===== config.mk =====
export PLATFORM = sky130hd
export DESIGN_NAME = imem_arbiter_flat
export DESIGN_NICKNAME = d
export VERILOG_FILES = /design/src/rtl/imem_pkg.sv /design/src/rtl/imem_arbiter_if.sv /design/src/rtl/imem_rsp_buf.sv /design/src/rtl/imem_arbiter.sv /design/src/flat_wrapper.sv
export SDC_FILE = /design/constraint.sdc
export NUM_CORES = 1
export LEC_CHECK = 0
export BUFFER_PORTS_ARGS = -buffer_cell sky130_fd_sc_hd__buf_4
export CORE_MARGIN = 4
export CORE_UTILIZATION = 43
export CTS_BUF_LIST = sky130_fd_sc_hd__clkbuf_2
export DETAILED_ROUTE_END_ITERATION = 8
export MAX_ROUTING_LAYER = met4
export PLACE_DENSITY = 0.9
export SLEW_MARGIN = 20
export SYNTH_ARGS = -nofsm -noshare
export SYNTH_HDL_FRONTEND = slang
export SYNTH_SLANG_ARGS = --single-unit

===== constraint.sdc =====
create_clock -name clk -period 2.5 [get_ports clk]
set_clock_uncertainty 0.15 [all_clocks]
set_input_delay 0.25 -clock clk [delete_from_list [all_inputs] [get_ports clk]]
set_output_delay 0.25 -clock clk [all_outputs]
set_load 0.005 [all_outputs]

===== src/rtl/imem_pkg.sv =====
// imem_pkg
//   Shared types and defaults for the instruction-ROM arbiter slice.
//   ROM_BASE_DEF / ROM_BYTES_DEF : default ROM window (4 KiB at 0xBFC00000)
//   port_e                       : requester identity, used for round-robin memory
//   imem_rsp_t                   : one buffered response (valid, fault flag, data word)
package imem_pkg;

  localparam logic [31:0] ROM_BASE_DEF  = 32'hBFC00000;
  localparam int          ROM_BYTES_DEF = 4096;

  typedef enum logic {
    PORT_IF,
    PORT_LS
  } port_e;

  typedef struct packed {
    logic        valid;
    logic        err;
    logic [31:0] data;
  } imem_rsp_t;

endpackage


===== src/rtl/imem_arbiter_if.sv =====
// imem_arbiter_if
//   One requester's request/response handshake bundle.
//   master : requester side (drives req_valid, req_addr, rsp_ready)
//   slave  : arbiter side   (drives req_ready, rsp_valid, rsp_data, rsp_err)
interface imem_arbiter_if #(
  parameter int ADDRESS_WIDTH = 32,
  parameter int DATA_WIDTH    = 32
);

  logic                     req_valid;
  logic                     req_ready;
  logic [ADDRESS_WIDTH-1:0] req_addr;
  logic                     rsp_valid;
  logic                     rsp_ready;
  logic [DATA_WIDTH-1:0]    rsp_data;
  logic                     rsp_err;

  modport master (
    output req_valid, req_addr, rsp_ready,
    input  req_ready, rsp_valid, rsp_data, rsp_err
  );

  modport slave (
    input  req_valid, req_addr, rsp_ready,
    output req_ready, rsp_valid, rsp_data, rsp_err
  );

endinterface


===== src/rtl/imem_rsp_buf.sv =====
// imem_rsp_buf
//   One-entry response holding register for a single requester port.
//   clk, rst          : clock, asynchronous active-high reset
//   load              : capture err_in/data_in as a new valid response
//   drain             : consumer took the held response this cycle
//   clear             : discard the held response (flush)
//   err_in, data_in   : response being loaded
//   rsp               : held response (valid/err/data), zero when empty
module imem_rsp_buf
  import imem_pkg::*;
(
  input  logic        clk,
  input  logic        rst,
  input  logic        load,
  input  logic        drain,
  input  logic        clear,
  input  logic        err_in,
  input  logic [31:0] data_in,
  output imem_rsp_t   rsp
);

  // Clear wins over everything; a load in the same cycle as a drain simply
  // replaces the old word, which is what gives 1/cycle throughput per port.
  // Emptied entries go back to all-zero so data/err read 0 when not valid.
  always_ff @(posedge clk or posedge rst) begin
    if (rst) begin
      rsp <= '0;
    end else if (clear) begin
      rsp <= '0;
    end else if (load) begin
      rsp <= '{valid: 1'b1, err: err_in, data: data_in};
    end else if (drain) begin
      rsp <= '0;
    end
  end

endmodule


===== src/rtl/imem_arbiter.sv =====
// imem_arbiter
//   Shares one combinational instruction ROM between the fetch stage (IF) and
//   the load/store unit (LS) with round-robin arbitration, range/alignment
//   fault checking, a one-entry response buffer per port and an IF flush.
//   clk, rst  : clock, asynchronous active-high reset
//   if_port   : IF request/response handshake (slave side)
//   ls_port   : LS request/response handshake (slave side)
//   if_flush  : drop any unconsumed IF response, block IF grant this cycle
//   mem_addr  : word-aligned byte offset into the ROM (0 when idle)
//   mem_dout  : ROM word at mem_addr, combinational
module imem_arbiter
  import imem_pkg::*;
#(
  parameter int                       ADDRESS_WIDTH = 32,
  parameter int                       DATA_WIDTH    = 32,
  parameter logic [ADDRESS_WIDTH-1:0] ROM_BASE      = ROM_BASE_DEF,
  parameter int                       ROM_BYTES     = ROM_BYTES_DEF,
  localparam int                      OFF_W         = $clog2(ROM_BYTES)
) (
  input  logic                  clk,
  input  logic                  rst,
  imem_arbiter_if.slave         if_port,
  imem_arbiter_if.slave         ls_port,
  input  logic                  if_flush,
  output logic [OFF_W-1:0]      mem_addr,
  input  logic [DATA_WIDTH-1:0] mem_dout
);

  // Range bounds carry one extra bit so ROM_BASE+ROM_BYTES near the top of
  // the address space cannot wrap around.
  localparam logic [ADDRESS_WIDTH:0] ROM_LO    = {1'b0, ROM_BASE};
  localparam logic [ADDRESS_WIDTH:0] ROM_HI    = ROM_LO + (ADDRESS_WIDTH+1)'(ROM_BYTES - 4);
  localparam logic [OFF_W-1:0]       BASE_LO   = ROM_BASE[OFF_W-1:0];
  localparam logic [OFF_W-1:0]       WORD_MASK = ~OFF_W'(3);

  port_e                    rr_last;
  imem_rsp_t                if_rsp;
  imem_rsp_t                ls_rsp;
  logic                     if_drain;
  logic                     ls_drain;
  logic                     if_elig;
  logic                     ls_elig;
  logic                     grant_if;
  logic                     grant_ls;
  logic [ADDRESS_WIDTH-1:0] sel_addr;
  logic [ADDRESS_WIDTH:0]   sel_ext;
  logic                     sel_err;
  logic [OFF_W-1:0]         sel_off;
  logic [DATA_WIDTH-1:0]    sel_data;

  // A port may be granted only when its buffer will be free at the next edge,
  // i.e. empty now or being consumed now. Flush blocks IF entirely.
  // On a tie the port that was not granted last time wins.
  always_comb begin
    if_drain = if_rsp.valid & if_port.rsp_ready;
    ls_drain = ls_rsp.valid & ls_port.rsp_ready;
    if_elig  = if_port.req_valid & (~if_rsp.valid | if_drain) & ~if_flush;
    ls_elig  = ls_port.req_valid & (~ls_rsp.valid | ls_drain);
    grant_if = if_elig & (~ls_elig | (rr_last == PORT_LS));
    grant_ls = ls_elig & ~grant_if;
  end

  // Address decode for whichever port holds the grant: fault check, ROM
  // offset and the word that will be buffered (forced to 0 on a fault).
  always_comb begin
    sel_addr = grant_ls ? ls_port.req_addr : if_port.req_addr;
    sel_ext  = {1'b0, sel_addr};
    sel_err  = (sel_ext < ROM_LO) | (sel_ext > ROM_HI) | (sel_addr[1:0] != 2'b00);
    sel_off  = (sel_addr[OFF_W-1:0] - BASE_LO) & WORD_MASK;
    sel_data = sel_err ? '0 : mem_dout;
    mem_addr = (grant_if | grant_ls) ? sel_off : '0;
  end

  // Round-robin memory only moves when someone is actually granted.
  always_ff @(posedge clk or posedge rst) begin
    if (rst) begin
      rr_last <= PORT_LS;
    end else if (grant_if) begin
      rr_last <= PORT_IF;
    end else if (grant_ls) begin
      rr_last <= PORT_LS;
    end
  end

  imem_rsp_buf u_if_buf (
    .clk     (clk),
    .rst     (rst),
    .load    (grant_if),
    .drain   (if_drain),
    .clear   (if_flush),
    .err_in  (sel_err),
    .data_in (sel_data),
    .rsp     (if_rsp)
  );

  imem_rsp_buf u_ls_buf (
    .clk     (clk),
    .rst     (rst),
    .load    (grant_ls),
    .drain   (ls_drain),
    .clear   (1'b0),
    .err_in  (sel_err),
    .data_in (sel_data),
    .rsp     (ls_rsp)
  );

  assign if_port.req_ready = grant_if;
  assign if_port.rsp_valid = if_rsp.valid;
  assign if_port.rsp_err   = if_rsp.err;
  assign if_port.rsp_data  = if_rsp.data;

  assign ls_port.req_ready = grant_ls;
  assign ls_port.rsp_valid = ls_rsp.valid;
  assign ls_port.rsp_err   = ls_rsp.err;
  assign ls_port.rsp_data  = ls_rsp.data;

endmodule


===== src/flat_wrapper.sv =====
// flat-port wrapper written by rule: the top's interface ports become plain ports
module imem_arbiter_flat import imem_pkg::*;
#(
  parameter int                       ADDRESS_WIDTH = 32,
  parameter int                       DATA_WIDTH    = 32,
  parameter logic [ADDRESS_WIDTH-1:0] ROM_BASE      = ROM_BASE_DEF,
  parameter int                       ROM_BYTES     = ROM_BYTES_DEF,
  localparam int                      OFF_W         = $clog2(ROM_BYTES)
)
  (clk, rst, if_flush, mem_addr, mem_dout, if_port_req_valid, if_port_req_addr, if_port_rsp_ready, if_port_req_ready, if_port_rsp_valid, if_port_rsp_data, if_port_rsp_err, ls_port_req_valid, ls_port_req_addr, ls_port_rsp_ready, ls_port_req_ready, ls_port_rsp_valid, ls_port_rsp_data, ls_port_rsp_err);
  imem_arbiter_if #(.ADDRESS_WIDTH(ADDRESS_WIDTH), .DATA_WIDTH(DATA_WIDTH)) if_port_i ();
  imem_arbiter_if #(.ADDRESS_WIDTH(ADDRESS_WIDTH), .DATA_WIDTH(DATA_WIDTH)) ls_port_i ();
  input  logic clk;
  input  logic rst;
  input  logic if_flush;
  output logic [OFF_W-1:0] mem_addr;
  input  logic [DATA_WIDTH-1:0] mem_dout;
  input wire logic [$bits(if_port_i.req_valid)-1:0] if_port_req_valid;
  input wire logic [$bits(if_port_i.req_addr)-1:0] if_port_req_addr;
  input wire logic [$bits(if_port_i.rsp_ready)-1:0] if_port_rsp_ready;
  output wire logic [$bits(if_port_i.req_ready)-1:0] if_port_req_ready;
  output wire logic [$bits(if_port_i.rsp_valid)-1:0] if_port_rsp_valid;
  output wire logic [$bits(if_port_i.rsp_data)-1:0] if_port_rsp_data;
  output wire logic [$bits(if_port_i.rsp_err)-1:0] if_port_rsp_err;
  input wire logic [$bits(ls_port_i.req_valid)-1:0] ls_port_req_valid;
  input wire logic [$bits(ls_port_i.req_addr)-1:0] ls_port_req_addr;
  input wire logic [$bits(ls_port_i.rsp_ready)-1:0] ls_port_rsp_ready;
  output wire logic [$bits(ls_port_i.req_ready)-1:0] ls_port_req_ready;
  output wire logic [$bits(ls_port_i.rsp_valid)-1:0] ls_port_rsp_valid;
  output wire logic [$bits(ls_port_i.rsp_data)-1:0] ls_port_rsp_data;
  output wire logic [$bits(ls_port_i.rsp_err)-1:0] ls_port_rsp_err;
  assign if_port_i.req_valid = if_port_req_valid;
  assign if_port_i.req_addr = if_port_req_addr;
  assign if_port_i.rsp_ready = if_port_rsp_ready;
  assign if_port_req_ready = if_port_i.req_ready;
  assign if_port_rsp_valid = if_port_i.rsp_valid;
  assign if_port_rsp_data = if_port_i.rsp_data;
  assign if_port_rsp_err = if_port_i.rsp_err;
  assign ls_port_i.req_valid = ls_port_req_valid;
  assign ls_port_i.req_addr = ls_port_req_addr;
  assign ls_port_i.rsp_ready = ls_port_rsp_ready;
  assign ls_port_req_ready = ls_port_i.req_ready;
  assign ls_port_rsp_valid = ls_port_i.rsp_valid;
  assign ls_port_rsp_data = ls_port_i.rsp_data;
  assign ls_port_rsp_err = ls_port_i.rsp_err;
  imem_arbiter #(.ADDRESS_WIDTH(ADDRESS_WIDTH), .DATA_WIDTH(DATA_WIDTH), .ROM_BASE(ROM_BASE), .ROM_BYTES(ROM_BYTES)) u_core (.clk(clk), .rst(rst), .if_port(if_port_i), .ls_port(ls_port_i), .if_flush(if_flush), .mem_addr(mem_addr), .mem_dout(mem_dout));
endmodule

## After elaboration in Yosys (flattened, before gate mapping)

Cells that the tools add are included.

- Register bits after elaboration: 69
- Bits in latches: 0
- Memory bits (writable): 0
- Memory bits (read-only): 0
- Bits of input ports: 103
- Output and inout port bits: 82
- Word-level logic and storage cells: 41
- Memories kept: 0

- $add $sub $neg: 0
- Multiply operators: 0
- Div/mod/pow operators: 0
- Magnitude comparators: 2
- Eq/ne operators: 0
- Shifts and indexed selects: 0
- Mux-type cells: 10
- Bitwise logic cells: 18
- Reduce and logical (&&, ||, !) cells: 4

Operator list:

| operator | count |
|---|---|
| 34-bit 2-to-1 mux | 5 |
| 32-bit 2-to-1 mux | 2 |
| 32-bit greater-than comparator, second input constant | 1 |
| 32-bit less-than comparator, second input constant | 1 |
| 12-bit 2-to-1 mux | 1 |
| 1-bit bitwise AND | 7 |
| 1-bit OR | 6 |
| 2-bit nonzero test | 3 |
| 1-bit inverter | 5 |
| 3-bit nonzero test | 1 |
| 1-bit 2-to-1 mux | 2 |

## Depth between registers and ports, before layout

Gate-level depths: netlist of run 1.

- Word-level depth: 15
- Depth in mapped cells: 6
- Gate-level depth less buffers: 4

## Modules after synthesis

Synthesis of run 1 repeated with hierarchy kept, for this count alone.

- Cells, all modules: 271
- Area total of the unflattened synthesis: 3,368.2 µm²

By module, submodules not included:

| module | times used | cells each | area an instance (µm²) | seq. area each (µm²) |
|---|---|---|---|---|
| imem_rsp_buf | 2 | 83 | 1,301.2 | 850.8 |
| imem_arbiter | 1 | 105 | 765.7 | 26.3 |

## Worst setup path after synthesis of run 1

OpenSTA, ideal clock, no wires.

- Kind: register -> output
- Start: register u_core.rr_last
- End: output port mem_addr[10]
- Data arrival time: 1.407 ns
- Data required time: 2.100 ns
- Slack: 0.693 ns
- Stages on the path, launching flop included: 5
- Path buffers: 1
- Cell sequence: dfstp_2 > inv_1 > a311oi_4 > buf_2 > a22o_1

- Word-level cells in the longest chain between the ends: 6
- Elaborated cells on any way between the ends: 7
- Classes of those cells: mux (2); bitwise (5)

Ends and longest elaborated chain:

| item | RTL line | source |
|---|---|---|
| start: declaration | imem_arbiter.sv:36 | `port_e rr_last;` |
| start signal: assignment | imem_arbiter.sv:77 | `rr_last <= PORT_LS;` |
| start signal: assignment | imem_arbiter.sv:79 | `rr_last <= PORT_IF;` |
| start signal: assignment | imem_arbiter.sv:81 | `rr_last <= PORT_LS;` |
| 1-bit OR (*) | imem_arbiter.sv:59 | `grant_if = if_elig & (~ls_elig \| (rr_last == PORT_LS));` |
| 1-bit bitwise AND (*) | imem_arbiter.sv:59 |  |
| net if_port_req_ready | flat_wrapper.sv:21 | `output wire logic [$bits(if_port_i.req_ready)-1:0] if_port_req_ready;` |
| 1-bit inverter | imem_arbiter.sv:60 | `grant_ls = ls_elig & ~grant_if;` |
| 1-bit bitwise AND | imem_arbiter.sv:60 |  |
| 32-bit 2-to-1 mux or 1-bit OR (tied branches) | imem_arbiter.sv:66, imem_arbiter.sv:71 |  |
| 12-bit 2-to-1 mux (*) | imem_arbiter.sv:71 | `mem_addr = (grant_if \| grant_ls) ? sel_off : '0;` |
| end: declaration | flat_wrapper.sv:16 | `output logic [OFF_W-1:0] mem_addr;` |

The timed path passes the listed nets; every way through them passes the cells marked *.

## Final worst setup path of run 1

- Start: input port if_flush
- End: output port mem_addr[7]

- Word-level cells in the longest chain between the ends: 7
- Elaborated cells on any way between the ends: 8
- Classes of those cells: mux (2); bitwise (6)

Ends and longest elaborated chain:

| item | RTL line | source |
|---|---|---|
| start: declaration | flat_wrapper.sv:15 | `input logic if_flush;` |
| 1-bit inverter (*) | imem_arbiter.sv:57 | `if_elig = if_port.req_valid & (~if_rsp.valid \| if_drain) & ~if_flush;` |
| 1-bit bitwise AND (*) | imem_arbiter.sv:57 |  |
| 1-bit bitwise AND (*) | imem_arbiter.sv:59 |  |
| 1-bit inverter | imem_arbiter.sv:60 |  |
| 1-bit bitwise AND | imem_arbiter.sv:60 |  |
| 32-bit 2-to-1 mux or 1-bit OR (tied branches) | imem_arbiter.sv:66, imem_arbiter.sv:71 |  |
| 12-bit 2-to-1 mux (*) | imem_arbiter.sv:71 |  |

Mark *: on every way between the ends. The rest lies on a longest branch, timed or not.

==> results.tsv, run 1 <==
metric	value	unit
critical_path_peak_fanout	9	
synth.lib_cells_used.distinct	30	
clock-root-buffer	sky130_fd_sc_hd__clkbuf_2	
ys_top_cells_by_area	sky130_fd_sc_hd__dfrtp_1, sky130_fd_sc_hd__a22o_1, sky130_fd_sc_hd__a32o_1	
final_layout_size_suffix_gt1_frac	0.4977	
cp_cell_sequence	dlygate4sd3_1, buf_4, nand2b_1, a311oi_4, buf_4, a22o_1, buf_4	
finalHoldWorstSlack	98.37	ps
tritoncts	yes	
slew_margin_rel	0.5093	
finalCriticalPeriod	2388	ps
synth_area_leader_cell	sky130_fd_sc_hd__dfrtp_1	
routedWlPerCell	19.03	microns
syn2layout_area_growth	70.52	%
cp.required	2100	ps
globalRouteTotalUtil	0.2466	
placedInstanceArea	0.004255	sq mm
fin_area	0.004820	sq mm
clkPwrFrac	0.343	
clock_pin_slew_on_the_worst_setup_and_hold_paths	170	ps
slowest_delay	550	ps
finalMaxSlewViolations	0	
floorplan.die_area	0.007934	sq mm
detail_route.vias_per_cell	5.588	
post_synth_instance_area	0.002826	sq mm
route.detailed.drc	0	
die_outline_height	89.08	microns
worstSkewPairLatency	460	ps
num_rows	29	
pin_count	185	
synth-seq-area-share	0.6113	
min_path_type	input pin to flop	
post_placement_setup_slack	246.4	ps
clock_path_buffers	2	
crit_arrival	1990	ps
floorplan.initialDensity	0.4451	
number_of_cts_inserted_buffers	9	
fmaxAchievable	418.8	MHz
routabilityCongestion	0.7860	
setup_violations	0	
power_switching	0.5803	mW
cts.sink_count	69	
layout_setup_ws	112.0	ps
finalWirelength	9.646	mm
floorplan.core_area	0.006350	sq mm
grt_pass1_vias	2915	
final_core_util	0.7590	
port_buffers	182	
drtIter0Drc	128	
criticalPathCategory	input pin to output pin	
internal_portion_of_total_power	1.794	mW
power_density	492.6	mW/mm^2
max-cap-violations	0	
yosys_synthesis_warning_count	0	
hold_viol	0	
dieWidth	89.08	microns
crit_path_start_kind	input pin	
power_switching_share	0.2444	
rsz0062_at_grt	false	
num-nets-final	529	
worst_setup_path_end_kind	output pin	
worstMarginPinSlew	735.0	ps
synthCells	204	
power.share.sequential	0.482	
crit_top_cell	sky130_fd_sc_hd__buf_4	
synth_area_per_cell	13.86	sq um
ir_drop	0.4628	mV
final_worst_path_period_share	0.9552	
run_status	complete, no violations	
critical-path-slowest-cell	sky130_fd_sc_hd__dlygate4sd3_1	
antenna_cells	0	
grt_overflow_total	0	
vias	2833	
power.combinational.fraction	0.175	
timing.setup.tns	0	ps
grt_pass1_wl	14.37	mm
pin_count_of_the_biggest_net_entering_global_routing	37	
synth_top_area_frac	0.6020	
dp_hpwl	6.655	mm
p_leak	2.511	nW
yosys_register_bits	69	
antenna_found_initial	0	
antenna_left	0	
htree_levels	3	
drtPass1Iterations	4	
[registers in the layout, indices dropped and copies added (netlist names)]
signal and cells:
u_core.u_if_buf.rsp 34, u_core.u_ls_buf.rsp 34, u_core.rr_last 1
[cell families (layout without fill, tap and decap cells)]
logic type | count (synthesis) | in the layout | share of synthesized area
other cells | 1 | 2 | 0.001327
simple gates | 27 | 27 | 0.06551
flops | 69 | 69 | 0.6113
compound gates | 81 | 81 | 0.2674
buf+inv | 24 | 249 | 0.04736
mux | 2 | 2 | 0.007083
[synth_stat cells]
master and number:
sky130_fd_sc_hd__nor4b_4 1, sky130_fd_sc_hd__dfstp_2 1, sky130_fd_sc_hd__buf_1 1, sky130_fd_sc_hd__a32o_1 32
sky130_fd_sc_hd__nand4_1 4, sky130_fd_sc_hd__o311a_1 1, sky130_fd_sc_hd__a22o_1 42, sky130_fd_sc_hd__a21o_1 1
sky130_fd_sc_hd__o31a_1 1, sky130_fd_sc_hd__nand2b_1 2, sky130_fd_sc_hd__nor4_1 4, sky130_fd_sc_hd__nor4bb_1 2
sky130_fd_sc_hd__clkbuf_1 3, sky130_fd_sc_hd__buf_6 3, sky130_fd_sc_hd__nand2_1 6, sky130_fd_sc_hd__a21oi_1 1
sky130_fd_sc_hd__nor2b_1 1, sky130_fd_sc_hd__inv_1 4, sky130_fd_sc_hd__nand3_1 1, sky130_fd_sc_hd__mux2i_1 2
sky130_fd_sc_hd__buf_4 2, sky130_fd_sc_hd__dfrtp_1 68, sky130_fd_sc_hd__buf_2 11, sky130_fd_sc_hd__nor4b_1 2
sky130_fd_sc_hd__nor3_1 2, sky130_fd_sc_hd__nor3_2 1, sky130_fd_sc_hd__and2b_1 1, sky130_fd_sc_hd__o21ai_0 2
sky130_fd_sc_hd__a311oi_4 1, sky130_fd_sc_hd__conb_1 1
[final cells by class]
cell class / count / area, sq um
clock buffer: 9 / 45.04
clock inverter: 6 / 112.6
fill: 442 / 1530
inverter: 4 / 15.01
multi-input combinational: 112 / 988.4
sequential: 69 / 1728
tap: 77 / 96.34
timing repair buffer: 230 / 1834
[per-stage QoR]
step	total power [mW]	cells
after global routing	2.473	507
after global placement	1.505	452
after floorplan	1.303	205
final	2.374	507
after detailed placement	1.514	452
after CTS	2.397	507
[power by group through the flow]
stage / Clock, mW / Sequential (mW) / Combinational [mW]
floorplan: 0 / 1.16 / 0.141
finish: 0.815 / 1.14 / 0.415
CTS: 0.841 / 1.14 / 0.412
global placement: 0 / 1.16 / 0.343
detailed placement: 0 / 1.16 / 0.352
global route: 0.880 / 1.15 / 0.447
[path summary, 6_finish.rpt]
check	startpoint	depth (start not counted)	end	slack, ps
min in group asynchronous	rst	3	u_core.u_ls_buf.rsp[11]$_DFFE_PP0P_	310
max reg2reg	u_core.u_if_buf.rsp[33]$_DFFE_PP0P_	7	u_core.u_if_buf.rsp[17]$_DFFE_PP0P_	410
max in group asynchronous	rst	4	u_core.u_ls_buf.rsp[21]$_DFFE_PP0P_	1230
max	if_flush	7	mem_addr[7]	110
min	ls_port_req_addr[28]	4	u_core.u_ls_buf.rsp[32]$_DFFE_PP0P_	100
min reg2reg	u_core.u_if_buf.rsp[31]$_DFFE_PP0P_	1	u_core.u_if_buf.rsp[31]$_DFFE_PP0P_	370
[routing by layer]
layer,GRT usage,vias to the layer above,share of wire
li1,-,1262,-
met1,0.2700,1414,0.36
met4,0.08119,0,0.012
met5,-,-,0
met3,0.03687,12,0.073
met2,0.4561,145,0.56
[worst max-delay path, delay by kind of cell]
family / cells / cell delay, ps
AO/OA/AOI/OAI: 2 / 490
buffers and inverters: 4 / 1030
AND/OR/NAND/NOR: 1 / 220
[repair_timing]
item	4_1_cts	5_1_grt
setup endpoints to repair	9	10
endpoints found under the hold margin	101	0
gates resized for setup	1	1
buffers inserted	2	0
hold buffers	38	0
pin swaps	1	0
[cells in the final DEF, fill, tap and decap left out, types with 2 or more instances in the layout]
cell | Yosys | routed
sky130_fd_sc_hd__buf_4 | 2 | 191
sky130_fd_sc_hd__dfrtp_1 | 68 | 68
sky130_fd_sc_hd__a22o_1 | 42 | 42
sky130_fd_sc_hd__dlygate4sd3_1 | 0 | 38
sky130_fd_sc_hd__a32o_1 | 32 | 32
sky130_fd_sc_hd__clkbuf_2 | 0 | 9
sky130_fd_sc_hd__nand2_1 | 6 | 6
sky130_fd_sc_hd__nand4_1 | 4 | 4
sky130_fd_sc_hd__nor4_1 | 4 | 4
sky130_fd_sc_hd__inv_1 | 4 | 3
sky130_fd_sc_hd__bufinv_16 | 0 | 3
sky130_fd_sc_hd__nor4bb_1 | 2 | 2
sky130_fd_sc_hd__nor4b_1 | 2 | 2
sky130_fd_sc_hd__nand2b_1 | 2 | 2
sky130_fd_sc_hd__mux2i_1 | 2 | 2
sky130_fd_sc_hd__nor3_1 | 2 | 2
sky130_fd_sc_hd__o21ai_0 | 2 | 2
sky130_fd_sc_hd__conb_1 | 1 | 2
sky130_fd_sc_hd__clkinv_4 | 0 | 2
Note: power is estimated with default switching activity, not from simulation.
==> inputs of run 2 (changes only) <==
clock period = 2.3 ns   (was 2.5 ns; I/O delays follow)
==> run 2 against run 1 <==
Compared with the run above:
- power rose by 0.89%
- die area did not move
- largest cell class unchanged
- first-iteration DRC count fell by 23%
- global-route usage rose by 0.92 points
- critical path type is now flop to output pin
- worst setup slack got worse by 130 ps
- register-to-register slack got worse by 150 ps
- largest power group unchanged
- the flow now finishes with violations (setup timing)
- design area rose by 1.7%
- via count rose by 4.7%
- sequential power rose by 9.6%
==> results.tsv, run 2 (same netlist as run 1, synthesis figures left out) <==
metric	value	unit
crit_arrival	1940	ps
cp_top_family	compound AO/OA/AOI/OAI gates	
finalWirelength	10.19	mm
pin_count_of_the_biggest_net_entering_global_routing	40	
grt_pass1_wl	14.75	mm
crit_path_start_kind	flop	
clock-root-buffer	sky130_fd_sc_hd__clkbuf_2	
cp.required	1920	ps
dpl.cell_count	452	
layout.cells.most_common_list	sky130_fd_sc_hd__buf_4, sky130_fd_sc_hd__dfrtp_1, sky130_fd_sc_hd__a22o_1	
crit_top_cell	sky130_fd_sc_hd__buf_6	
grt_overflow_total	0	
final_core_util	0.7718	
finalMaxSlewViolations	0	
fin_area	0.004901	sq mm
antenna_left	0	
clock_pin_slew_on_the_worst_setup_and_hold_paths	180	ps
finalCriticalPeriod	2317	ps
routedWlPerCell	19.67	microns
whs_path_depth	4	
dp_hpwl	6.572	mm
fmaxAchievable	431.5	MHz
htree_levels	3	
power_density	488.7	mW/mm^2
min-delay-start	ls_port_req_addr[26]	
r2r_start	u_core.u_if_buf.rsp[33]$_DFFE_PP0P_	
multi_input_area	0.001017	sq mm
dieWidth	89.08	microns
slew_margin_rel	0.5584	
floorplan.core_area	0.006350	sq mm
routabilityCongestion	0.7677	
reg_top3	u_core.u_if_buf.rsp: 34 flops, u_core.u_ls_buf.rsp: 34 flops, u_core.rr_last: 1 flops	
rsz0062_at_grt	true	
critical-path-slowest-cell	sky130_fd_sc_hd__dfrtp_1	
max-cap-violations	0	
port_buffers	182	
p_leak	2.542	nW
cp_cell_sequence	and2b_1, buf_6, a311oi_4, buf_6, a22o_1, buf_4	
final-instance-count-excl-fill	518	
setup_violations	2	
route.detailed.drc	0	
capture_point_of_the_worst_reg_to_reg_path	u_core.u_ls_buf.rsp[28]$_DFFE_PP0P_	
cts.sink_count	69	
num-fill-cells	395	
detail_route.vias_per_cell	5.724	
min_path_type	input pin to flop	
clock_path_buffers	2	
number_of_cts_inserted_buffers	9	
syn2layout_area_growth	73.40	%
ir_drop	0.3539	mV
layout_setup_ws	-17.40	ps
post_placement_setup_slack	243.0	ps
most_common_cell_after_layout_fill_and_taps_aside	sky130_fd_sc_hd__buf_4	
timing.critical_path.depth	6	
final_layout_size_suffix_gt1_frac	0.5034	
run_status	complete, but fails checks	
criticalPathCategory	flop to output pin	
die_outline_height	89.08	microns
failed_checks	setup timing	
placedInstanceArea	0.004268	sq mm
worstMarginPinSlew	661.5	ps
timing.setup.tns	-23.82	ps
min_to	u_core.u_ls_buf.rsp[32]$_DFFE_PP0P_	
ff2ff_path_depth	7	
worst_setup_path_end_kind	output pin	
tritoncts	yes	
globalRouteTotalUtil	0.2559	
report.power.total	2.395	mW
floorplan.die_area	0.007934	sq mm
finalHoldWorstSlack	60.70	ps
num-nets-final	540	
floorplan.initialDensity	0.4451	
hold_viol	0	
worstPathBufferInverterCount	3	
critical_path_peak_fanout	5	
slowest_delay	420	ps
drtPass1Iterations	4	
final_worst_path_period_share	1.008	
drtIter0Drc	98	
pin_count	185	
num_rows	29	
antenna_found_initial	0	
grt_pass1_vias	3005	
antenna_cells	0	
vias	2965	
layout.area.seq	0.001728	sq mm
ff2ff_setup_slack	260	ps
worstSkewPairLatency	480	ps
==> run 2: cell types whose count changed in the layout (fill, tap and decap cells not counted), moves of 2 or more <==
cell | previous run | this run
sky130_fd_sc_hd__clkinv_1 | 0 | 2
sky130_fd_sc_hd__buf_4 | 191 | 193
sky130_fd_sc_hd__clkinv_4 | 2 | 0
sky130_fd_sc_hd__bufinv_16 | 3 | 1
sky130_fd_sc_hd__dlygate4sd3_1 | 38 | 41
sky130_fd_sc_hd__buf_6 | 0 | 4
==> run 2: layout make-up <==
cell class                 instances  area share
sequential                        69      0.3526
tap                               77     0.01966
clock inverter                     6     0.01123
inverter                           4    0.003064
timing repair buffer             240      0.3967
multi-input combinational        113      0.2076
clock buffer                       9    0.009191
==> run 2: report_power, final <==
part	switching, mW	leakage, nW	internal (mW)
Sequential	0.0130	0.953	1.23
Clock	0.426	0.0626	0.234
Combinational	0.218	1.53	0.271
==> run 2: how the worst max path moves through the flow <==
stage,end,slack [ps],start
6_report,mem_addr[11],-20,u_core.u_if_buf.rsp[33]$_DFFE_PP0P_
5_1_grt,mem_addr[11],-150,u_core.u_if_buf.rsp[33]$_DFFE_PP0P_
4_1_cts,mem_addr[7],-60,u_core.u_if_buf.rsp[33]$_DFFE_PP0P_
3_5_place_dp,u_core.u_ls_buf.rsp[11]$_DFFE_PP0P_,240,u_core.u_ls_buf.rsp[33]$_DFFE_PP0P_
3_3_place_gp,u_core.u_ls_buf.rsp[7]$_DFFE_PP0P_,340,u_core.u_ls_buf.rsp[33]$_DFFE_PP0P_
2_1_floorplan,u_core.u_if_buf.rsp[0]$_DFFE_PP0P_,180,rst
==> run 2: worst register-to-register path, stage by stage, from the launching register on <==
cell	delay [ps]
sky130_fd_sc_hd__dfrtp_1	420
sky130_fd_sc_hd__and2b_1	190
sky130_fd_sc_hd__buf_6	130
sky130_fd_sc_hd__buf_4	130
sky130_fd_sc_hd__nor3_1	270
sky130_fd_sc_hd__o31a_1	160
sky130_fd_sc_hd__buf_4	330
sky130_fd_sc_hd__a22o_1	230
==> run 2: per-layer routing <==
metal  part of all wire  vias up  track usage
met5                  0        -            -
met4              0.028        0      0.09337
met3              0.082       20      0.05991
met2               0.54      168       0.4649
met1               0.35     1485       0.2696
li1                   -     1292            -
==> run 2: timing repair <==
item                                    4_1_cts  5_1_grt
endpoints found under the setup margin       11       11
hold buffers                                 40        1
cloned                                        1        1
setup buffers                                 6        2
resized for setup                             8        3
pin swaps                                    11        2
hold endpoints to repair                     99        1
==> inputs of run 3 (changes only) <==
CELL_PAD_IN_SITES_DETAIL_PLACEMENT = 1   (was default)
CELL_PAD_IN_SITES_GLOBAL_PLACEMENT = 1   (was default)
CORE_UTILIZATION = 32   (was 43)
SETUP_SLACK_MARGIN = 0.1   (was default)
==> run 3 against run 2 <==
Compared with the run above:
- the flow now finishes without violations
- register-to-register slack worse by 50 ps
- critical path depth down 1
- cell count up 5.4%
- global-route usage down 3.6 points
- power up 6.7%
- non-clock buffer count down 4
- critical endpoint is now mem_addr[4]
- largest cell class unchanged
==> results.tsv, run 3 (same netlist as run 1, synthesis figures left out) <==
metric	value	unit
finalMaxSlewViolations	0	
capture_point_of_the_worst_reg_to_reg_path	u_core.u_ls_buf.rsp[8]$_DFFE_PP0P_	
num-nets-final	537	
min_path_type	input pin to flop	
syn2layout_area_growth	76.72	%
p_leak	2.567	nW
ff2ff_path_depth	6	
antenna_found_initial	0	
finalCriticalPeriod	2266	ps
slowest_delay	430	ps
finalHoldWorstSlack	96.92	ps
critical_path.endpoint	mem_addr[4]	
crit_path_start_kind	flop	
floorplan.core_area	0.008678	sq mm
min-delay-start	if_port_rsp_ready	
cp_top_family	compound AO/OA/AOI/OAI gates	
critical-path-slowest-cell	sky130_fd_sc_hd__dfrtp_1	
busiest_layer	met2	
drtPass1Iterations	5	
dp_hpwl	7.070	mm
layout_setup_ws	33.76	ps
pin_count	185	
global_route.usage.met3	0.04778	
crit_arrival	1890	ps
run_status	complete, no violations	
reg_top3	u_core.u_if_buf.rsp: 34 flops, u_core.u_ls_buf.rsp: 34 flops, u_core.rr_last: 1 flops	
globalRouteTotalUtil	0.2201	
tritoncts	yes	
cp_cell_sequence	and2b_4, a311oi_4, buf_12, a22o_1, buf_4	
final-instance-count-excl-fill	546	
clock_pin_slew_on_the_worst_setup_and_hold_paths	190	ps
finalWirelength	11.38	mm
clock_path_buffers	2	
route.detailed.drc	0	
placedInstanceArea	0.004284	sq mm
routabilityCongestion	0.7760	
ir_drop	0.2550	mV
worstPathBufferInverterCount	2	
timing.setup.tns	0	ps
r2r_start	u_core.u_if_buf.rsp[33]$_DFFE_PP0P_	
met1_usage	0.2321	
detail_route.vias_per_cell	5.366	
grt_overflow_total	0	
timing.critical_path.depth	5	
layout.area.seq	0.001728	sq mm
grt_pass1_wl	17.06	mm
htree_levels	3	
floorplan.die_area	0.01040	sq mm
setup_violations	0	
routedWlPerCell	20.84	microns
rsz0062_at_grt	true	
criticalPathCategory	flop to output pin	
multi_input_area	0.001039	sq mm
fin_area	0.004995	sq mm
port_buffers	182	
final_worst_path_period_share	0.9853	
critical_path_peak_fanout	12	
grt_pass1_vias	3397	
post_placement_setup_slack	13.52	ps
drtIter0Drc	90	
cts.sink_count	69	
cp-startpoint	u_core.u_if_buf.rsp[33]$_DFFE_PP0P_	
dpl.cell_count	481	
vias	2930	
num-fill-cells	938	
max-cap-violations	0	
die_outline_height	102.0	microns
globalRouteMet2Util	0.4013	
pin_count_of_the_biggest_net_entering_global_routing	70	
layout.cells.most_common_list	sky130_fd_sc_hd__buf_4, sky130_fd_sc_hd__dfrtp_1, sky130_fd_sc_hd__a22o_1	
ff2ff_setup_slack	210	ps
fmaxAchievable	441.3	MHz
antenna_left	0	
clock-root-buffer	sky130_fd_sc_hd__clkbuf_2	
final_layout_size_suffix_gt1_frac	0.5114	
hold_viol	0	
worstSkewPairLatency	470	ps
floorplan.initialDensity	0.3257	
most_common_cell_after_layout_fill_and_taps_aside	sky130_fd_sc_hd__buf_4	
antenna_cells	0	
num_rows	34	
cp.required	1920	ps
number_of_cts_inserted_buffers	9	
worst_setup_path_end_kind	output pin	
dieWidth	102.0	microns
power_density	511.8	mW/mm^2
run 3: cell count changes in the layout (fill, tap and decap cells not counted), sizes merged:
cell | previous run | this run
clkinv | 4 | 2
clkinvlp | 1 | 2
buf | 199 | 195
bufinv | 1 | 2
bufbuf | 0 | 2
dlygate4sd3 | 41 | 39
nor2b | 1 | 2
run 3: area by class of cell:
class | instances | share of cell area
Timing Repair Buffer | 236 | 0.3893
Sequential cell | 69 | 0.3459
Multi-Input combinational cell | 114 | 0.2079
Tap cell | 108 | 0.02705
Clock inverter | 6 | 0.01779
Clock buffer | 9 | 0.009018
Inverter | 4 | 0.003006
run 3: metrics by stage:
stage,power (mW),utilization
final,2.556,0.5755
after global routing,2.678,0.5755
after CTS,2.566,0.5732
after detailed placement,1.651,0.4937
after global placement,1.635,0.4931
after floorplan,1.416,-
run 3: tightest hold or removal path: stages:
cell	delay (ps)
sky130_fd_sc_hd__buf_4	80
sky130_fd_sc_hd__and2b_4	210
sky130_fd_sc_hd__a21o_1	180
run 3: how the worst min path moves through the flow:
| stage | end | slack (ps) | cells past startpoint |
|---|---|---|---|
| 3_3_place_gp | u_core.u_ls_buf.rsp[24]$_DFFE_PP0P_ | 190 | 3 |
| 3_5_place_dp | u_core.u_ls_buf.rsp[24]$_DFFE_PP0P_ | 200 | 3 |
| 6_report | u_core.u_if_buf.rsp[33]$_DFFE_PP0P_ | 100 | 3 |
| 5_1_grt | u_core.u_if_buf.rsp[33]$_DFFE_PP0P_ | 30 | 3 |
| 4_1_cts | u_core.rr_last$_DFFE_PP1P_ | 40 | 4 |
| 2_1_floorplan | u_core.rr_last$_DFFE_PP1P_ | 170 | 2 |
run 3: power breakdown:
part           switching [mW]  total (mW)  internal [mW]
combinational           0.231       0.521          0.290
sequential             0.0107        1.24           1.23
clock                   0.438       0.791          0.353
run 3: routing by layer:
| layer | share of wire | vias to the layer above |
|---|---|---|
| met5 | 0 | - |
| met4 | 0.026 | 0 |
| met3 | 0.072 | 27 |
| met2 | 0.54 | 168 |
| met1 | 0.36 | 1448 |
| li1 | - | 1287 |
run 3: what timing repair did:
action	4_1_cts	5_1_grt
hold buffers	39	0
resized for setup	9	3
endpoints found under the setup margin	44	41
hold endpoints to repair	138	0
gates cloned	3	1
pin swaps	2	3
buffers inserted	7	0
